<file path="src/rtl/uart_pkg.sv">
// Shared UART definitions: transmitter FSM encoding and baud counter sizing.
// Used by uart_tx_serializer and the future uart_rx block.
package uart_pkg;

    typedef enum logic [2:0] {
        IDLE,
        START,
        DATA,
        PARITY,
        STOP
    } uart_tx_state_t;

    // Baud counter width for a given bit period; never narrower than one bit.
    function automatic int baud_cnt_width(input int clks_per_bit);
        return (clks_per_bit > 1) ? $clog2(clks_per_bit) : 1;
    endfunction

endpackage

</file>
<file path="src/rtl/uart_baud_counter.sv">
// Bit-period timer: counts 0..CLKS_PER_BIT-1 while enabled and flags the last cycle of each bit.
module uart_baud_counter
    import uart_pkg::*;
#(
    parameter int CLKS_PER_BIT = 104
)
(
    input  logic clk_i,
    input  logic reset_i,
    input  logic enable,
    input  logic clear,
    output logic bit_done
);

    localparam int            CW   = baud_cnt_width(CLKS_PER_BIT);
    localparam logic [CW-1:0] LAST = CW'(CLKS_PER_BIT - 1);

    logic [CW-1:0] count_reg;
    logic [CW-1:0] count_next;

    always_comb begin
        count_next = count_reg;
        if (clear) begin
            count_next = '0;
        end else if (enable) begin
            count_next = (count_reg == LAST) ? '0 : count_reg + 1'b1;
        end
    end

    always_ff @(posedge clk_i) begin
        if (reset_i) begin
            count_reg <= '0;
        end else begin
            count_reg <= count_next;
        end
    end

    assign bit_done = enable && !clear && (count_reg == LAST);

endmodule

</file>
<file path="src/rtl/uart_tx_serializer.sv">
// UART transmitter: valid/ready byte intake, one frame in flight, registered TX line.
// Optional even parity bit when UART_TX_PARITY_EN is defined.
module uart_tx_serializer
    import uart_pkg::*;
#(
    parameter int WIDTH        = 8,
    parameter int CLKS_PER_BIT = 104,
    parameter int STOP_BITS    = 1
)
(
    input  logic             clk_i,
    input  logic             reset_i,
    input  logic [WIDTH-1:0] data_i,
    input  logic             valid_i,
    output logic             ready_o,
    output logic             tx_o,
    output logic             busy_o
);

    if (CLKS_PER_BIT < 2) begin : g_bad_clks_per_bit
        $error("uart_tx_serializer: CLKS_PER_BIT must be >= 2");
    end
    if (STOP_BITS != 1 && STOP_BITS != 2) begin : g_bad_stop_bits
        $error("uart_tx_serializer: STOP_BITS must be 1 or 2");
    end

    localparam int            BW        = $clog2(WIDTH + 1);
    localparam logic [BW-1:0] LAST_DATA = BW'(WIDTH - 1);
    localparam logic [BW-1:0] LAST_STOP = BW'(STOP_BITS - 1);

    uart_tx_state_t   state_reg,   state_next;
    logic [WIDTH-1:0] shift_reg,   shift_next;
    logic [BW-1:0]    bit_cnt_reg, bit_cnt_next;
    logic             tx_reg,      tx_next;
`ifdef UART_TX_PARITY_EN
    logic             parity_reg,  parity_next;
`endif

    logic bit_done;
    logic last_stop;
    logic transfer;

    uart_baud_counter #(
        .CLKS_PER_BIT (CLKS_PER_BIT)
    ) u_baud (
        .clk_i    (clk_i),
        .reset_i  (reset_i),
        .enable   (state_reg != IDLE),
        .clear    (state_reg == IDLE),
        .bit_done (bit_done)
    );

    // ready_o depends only on registered state, never on valid_i.
    assign last_stop = (state_reg == STOP) && bit_done && (bit_cnt_reg == LAST_STOP);
    assign ready_o   = (state_reg == IDLE) || last_stop;
    assign transfer  = valid_i && ready_o;

    always_comb begin
        state_next   = state_reg;
        shift_next   = shift_reg;
        bit_cnt_next = bit_cnt_reg;
`ifdef UART_TX_PARITY_EN
        parity_next  = parity_reg;
`endif
        case (state_reg)
            IDLE: ;
            START: begin
                if (bit_done) begin
                    state_next   = DATA;
                    bit_cnt_next = '0;
                end
            end
            DATA: begin
                if (bit_done) begin
                    shift_next = shift_reg >> 1;
                    if (bit_cnt_reg == LAST_DATA) begin
                        bit_cnt_next = '0;
`ifdef UART_TX_PARITY_EN
                        state_next   = PARITY;
`else
                        state_next   = STOP;
`endif
                    end else begin
                        bit_cnt_next = bit_cnt_reg + 1'b1;
                    end
                end
            end
`ifdef UART_TX_PARITY_EN
            PARITY: begin
                if (bit_done) begin
                    state_next   = STOP;
                    bit_cnt_next = '0;
                end
            end
`endif
            STOP: begin
                if (bit_done) begin
                    if (bit_cnt_reg == LAST_STOP) begin
                        state_next   = IDLE;
                        bit_cnt_next = '0;
                    end else begin
                        bit_cnt_next = bit_cnt_reg + 1'b1;
                    end
                end
            end
            default: state_next = IDLE;
        endcase

        // A transfer is only possible in IDLE or on the final stop cycle.
        if (transfer) begin
            state_next   = START;
            shift_next   = data_i;
            bit_cnt_next = '0;
`ifdef UART_TX_PARITY_EN
            parity_next  = ^data_i;
`endif
        end

        // Line level is decoded from the next state so tx_o comes straight off a flop.
        case (state_next)
            START:   tx_next = 1'b0;
            DATA:    tx_next = shift_next[0];
`ifdef UART_TX_PARITY_EN
            PARITY:  tx_next = parity_next;
`endif
            default: tx_next = 1'b1;
        endcase
    end

    always_ff @(posedge clk_i) begin
        if (reset_i) begin
            state_reg   <= IDLE;
            shift_reg   <= '0;
            bit_cnt_reg <= '0;
            tx_reg      <= 1'b1;
`ifdef UART_TX_PARITY_EN
            parity_reg  <= 1'b0;
`endif
        end else begin
            state_reg   <= state_next;
            shift_reg   <= shift_next;
            bit_cnt_reg <= bit_cnt_next;
            tx_reg      <= tx_next;
`ifdef UART_TX_PARITY_EN
            parity_reg  <= parity_next;
`endif
        end
    end

    assign tx_o   = tx_reg;
    assign busy_o = (state_reg != IDLE);

endmodule

</file>
<file path="config.mk">
export PLATFORM = sky130hd
export DESIGN_NAME = uart_tx_serializer
export DESIGN_NICKNAME = d
export VERILOG_FILES = /design/src/rtl/uart_pkg.sv /design/src/rtl/uart_baud_counter.sv /design/src/rtl/uart_tx_serializer.sv
export SDC_FILE = /design/constraint.sdc
export NUM_CORES = 1
export LEC_CHECK = 0
export ABC_AREA = 1
export CAP_MARGIN = 30
export CORE_MARGIN = 2
export CORE_UTILIZATION = 40
export CTS_CLUSTER_SIZE = 20
export DETAILED_ROUTE_END_ITERATION = 6
export GPL_ROUTABILITY_DRIVEN = 0
export SETUP_SLACK_MARGIN = 0.1
export SLEW_MARGIN = 30
export SYNTH_ARGS = -nofsm -noshare
export SYNTH_HDL_FRONTEND = slang
export SYNTH_HIERARCHICAL = 1
export SYNTH_SLANG_ARGS = --single-unit
</file>
<file path="constraint.sdc">
create_clock -name clk_i -period 3.45 [get_ports clk_i]
set_clock_uncertainty 0.15 [all_clocks]
set_input_delay 0.69 -clock clk_i [delete_from_list [all_inputs] [get_ports clk_i]]
set_output_delay 0.69 -clock clk_i [all_outputs]
set_load 0.005 [all_outputs]
</file>
==> metrics.cfg <==
[outcome]
status = finished clean

[finish]
num-nets-final = 225
drive_above_1_share_pct = 18.6
n_antenna_cell = 0
layout_commonest_cell = nand2_1
most-common-layout-cells = nand2_1, nor2_1, dfxtp_1
synthToLayoutAreaGrowth_pct = 18.6
fin_cells = 254
largest_reg_flops = 8

[routing]
drtIter0Drc = 70
drc = 0
drt_pass1_iterations = 4
routedWlPerCell_um = 10.0
ant_nets = 0
wirelength_mm = 2.54
vias = 1186
avgViaCountPerCell = 4.67

[setup_path]
r2r_slack_ns = 1.29
start_kind = register
path_class = reg2out
cp-end-kind = output port
worstPathRequired_ns = 2.61
cp_max_fo = 5
worstPathArrival_ns = 2.32
regToRegStartpoint = state_reg[1]$_SDFF_PP0_
reg2reg_depth = 15
timing.rr.end = shift_reg[1]$_SDFFE_PP0P_

[place]
hpwlAfterDp_mm = 1.96
dp.cells = 247
portBuffers = 13

[global_route]
grt_util_met1_pct = 21.1
overflow = 0
grt_util_all_layers_pct = 16.2
grt_pass1_wl_mm = 4.50
grt_max_degree = 18
gr-max-usage-layer = met2
grt_pass1_vias = 1101
met3_usage_pct = 3.41
antenna_found_initial = 0
use_met2_pct = 26.0

[timing]
fmaxAchievable_mhz = 316
min_period_over_period_pct = 91.6
max-slew-margin-rel_pct = 80.7
fin_crit_ns = 3.16
hold_viol_final = 0
slew_viol_final = 0
finalSetupViolCount = 0
tightest_slew_ns = 0.289
fin_setup_tns_ns = 0
grt_setup_unrepaired = false

[die]
io_pins = 14
design.core.area_um2 = 3050
rows = 20
die_y_um = 60.7
die-area_um2 = 3690
initial_core_util_pct = 42.2
die_w_um = 60.7

[yosys]
syn_area_um2 = 1290
netlist_top_cells_area = dfxtp_1, nand2_1, nor2_1, nand3_1, inv_1
synthArstFlopShare_pct = 0
synth_nets = 205
synth_top_area_cell = dfxtp_1
synthFlopType = dfxtp_1
ys_seq_area_share_pct = 35.8
synth-edff-count = 0
postSynthCellCount = 191
ys_seq_elements = 23
yosysTopAreaCellShare_pct = 35.8
yosysWarnings = 6
synthDistinctLibCells = 24
syn_area_per_cell_um2 = 6.74

[clock_network]
cts_tree = yes
cts-buffers-inserted = 3
clockBufferDepth = 2
cts.clk_slew.worst_paths_ns = 0.13
root_buffer = clkbuf_4
clk_latency_ns = 0.31
cts_htree_levels = 1
clock-sinks = 23

[worst_hold_path]
hold_class = reg2reg
min-delay-start = shift_reg[7]$_SDFFE_PP0P_
min_path_cells = 2
holdPathEnd = shift_reg[7]$_SDFFE_PP0P_

[run]
maxCapViolCount = 0

[power]
ir_drop_mv = 0.175
cellPowerDensity_nw_per_um2 = 313
power.leakage_nw = 0.656

-- how the worst max path moves through the flow --
stage / from / to / slack [ns] / cells after the start
final: state_reg[1]$_SDFF_PP0_ / ready_o / 0.29 / 11
after floorplan: state_reg[1]$_SDFF_PP0_ / ready_o / 0.90 / 11
after CTS: state_reg[1]$_SDFF_PP0_ / ready_o / 0.16 / 11
after detailed placement: state_reg[1]$_SDFF_PP0_ / ready_o / 0.36 / 11
after global placement: state_reg[1]$_SDFF_PP0_ / ready_o / 0.44 / 11
after global routing: state_reg[1]$_SDFF_PP0_ / ready_o / 0.08 / 11
-- layer usage --
metal | vias to the layer above | routed length, µm
met5 | - | 0
met4 | 0 | 44
met3 | 5 | 94
met2 | 18 | 1130
met1 | 526 | 1270
li1 | 637 | -
-- cells by family after synthesis --
logic type	after synthesis	share of synthesized area (%)
flip-flops	23	35.8
AO/OA/AOI/OAI	14	6.02
adder cells (fa/ha/maj)	3	2.92
AND/OR/NAND/NOR	123	44.7
buffers and inverters	24	7.77
XOR/XNOR	3	2.04
multiplexers	1	0.777
-- critical path, stage by stage (launching register included) --
cell	delay [ns]
dfxtp_4	0.42
nor2_4	0.06
inv_1	0.09
nor2_1	0.09
inv_2	0.11
nand2_1	0.06
nor2_1	0.10
nand3_1	0.12
nor2_2	0.14
nand3_2	0.12
a21oi_2	0.18
clkdlybuf4s50_1	0.52
-- stage by stage --
step                utilization [%]  total power, mW  instance area [µm²]  hold slack, ns  setup WS [ns]
finish                         50.0            0.478                 1530           0.361          0.288
global route                   50.0            0.507                 1530           0.386         0.0818
CTS                            48.9            0.481                 1490           0.366          0.158
detailed placement             48.0            0.356                 1460           0.334          0.357
global placement               48.0            0.355                 1460           0.331          0.443
floorplan                         -            0.330                 1290           0.301          0.904
-- what timing repair did --
item,4_1_cts,5_1_grt
gates resized for setup,3,4
buffers inserted,0,3
setup endpoints to repair,1,1
hold buffers,0,0
hold endpoints to repair,0,0
-- where the power goes --
group / switching (mW) / internal, mW / leakage (nW) / total [mW]
combinational: 0.0369 / 0.0360 / 0.449 / 0.0729
clock: 0.0802 / 0.0433 / 0.0177 / 0.124
sequential: 0.00624 / 0.275 / 0.189 / 0.282
-- cells in the mapped netlist, drive strengths merged (2+ instances only) --
| cell type | instances |
|---|---|
| inv | 21 |
| nand4 | 2 |
| o21ai | 5 |
| buf | 2 |
| ha | 3 |
| a21oi | 9 |
| dfxtp | 23 |
| nor2 | 35 |
| nand2 | 63 |
| nand3 | 22 |
| xnor2 | 2 |
-- layout make-up --
class	count	area (µm²)
clock inverter	1	5.00
tap	44	55.1
timing repair buffer	17	160
inverter	22	83.8
sequential	23	467
clock buffer	3	22.5
multi-input combinational	144	733
fill	348	1530
Power figures use the tool's default switching activity.
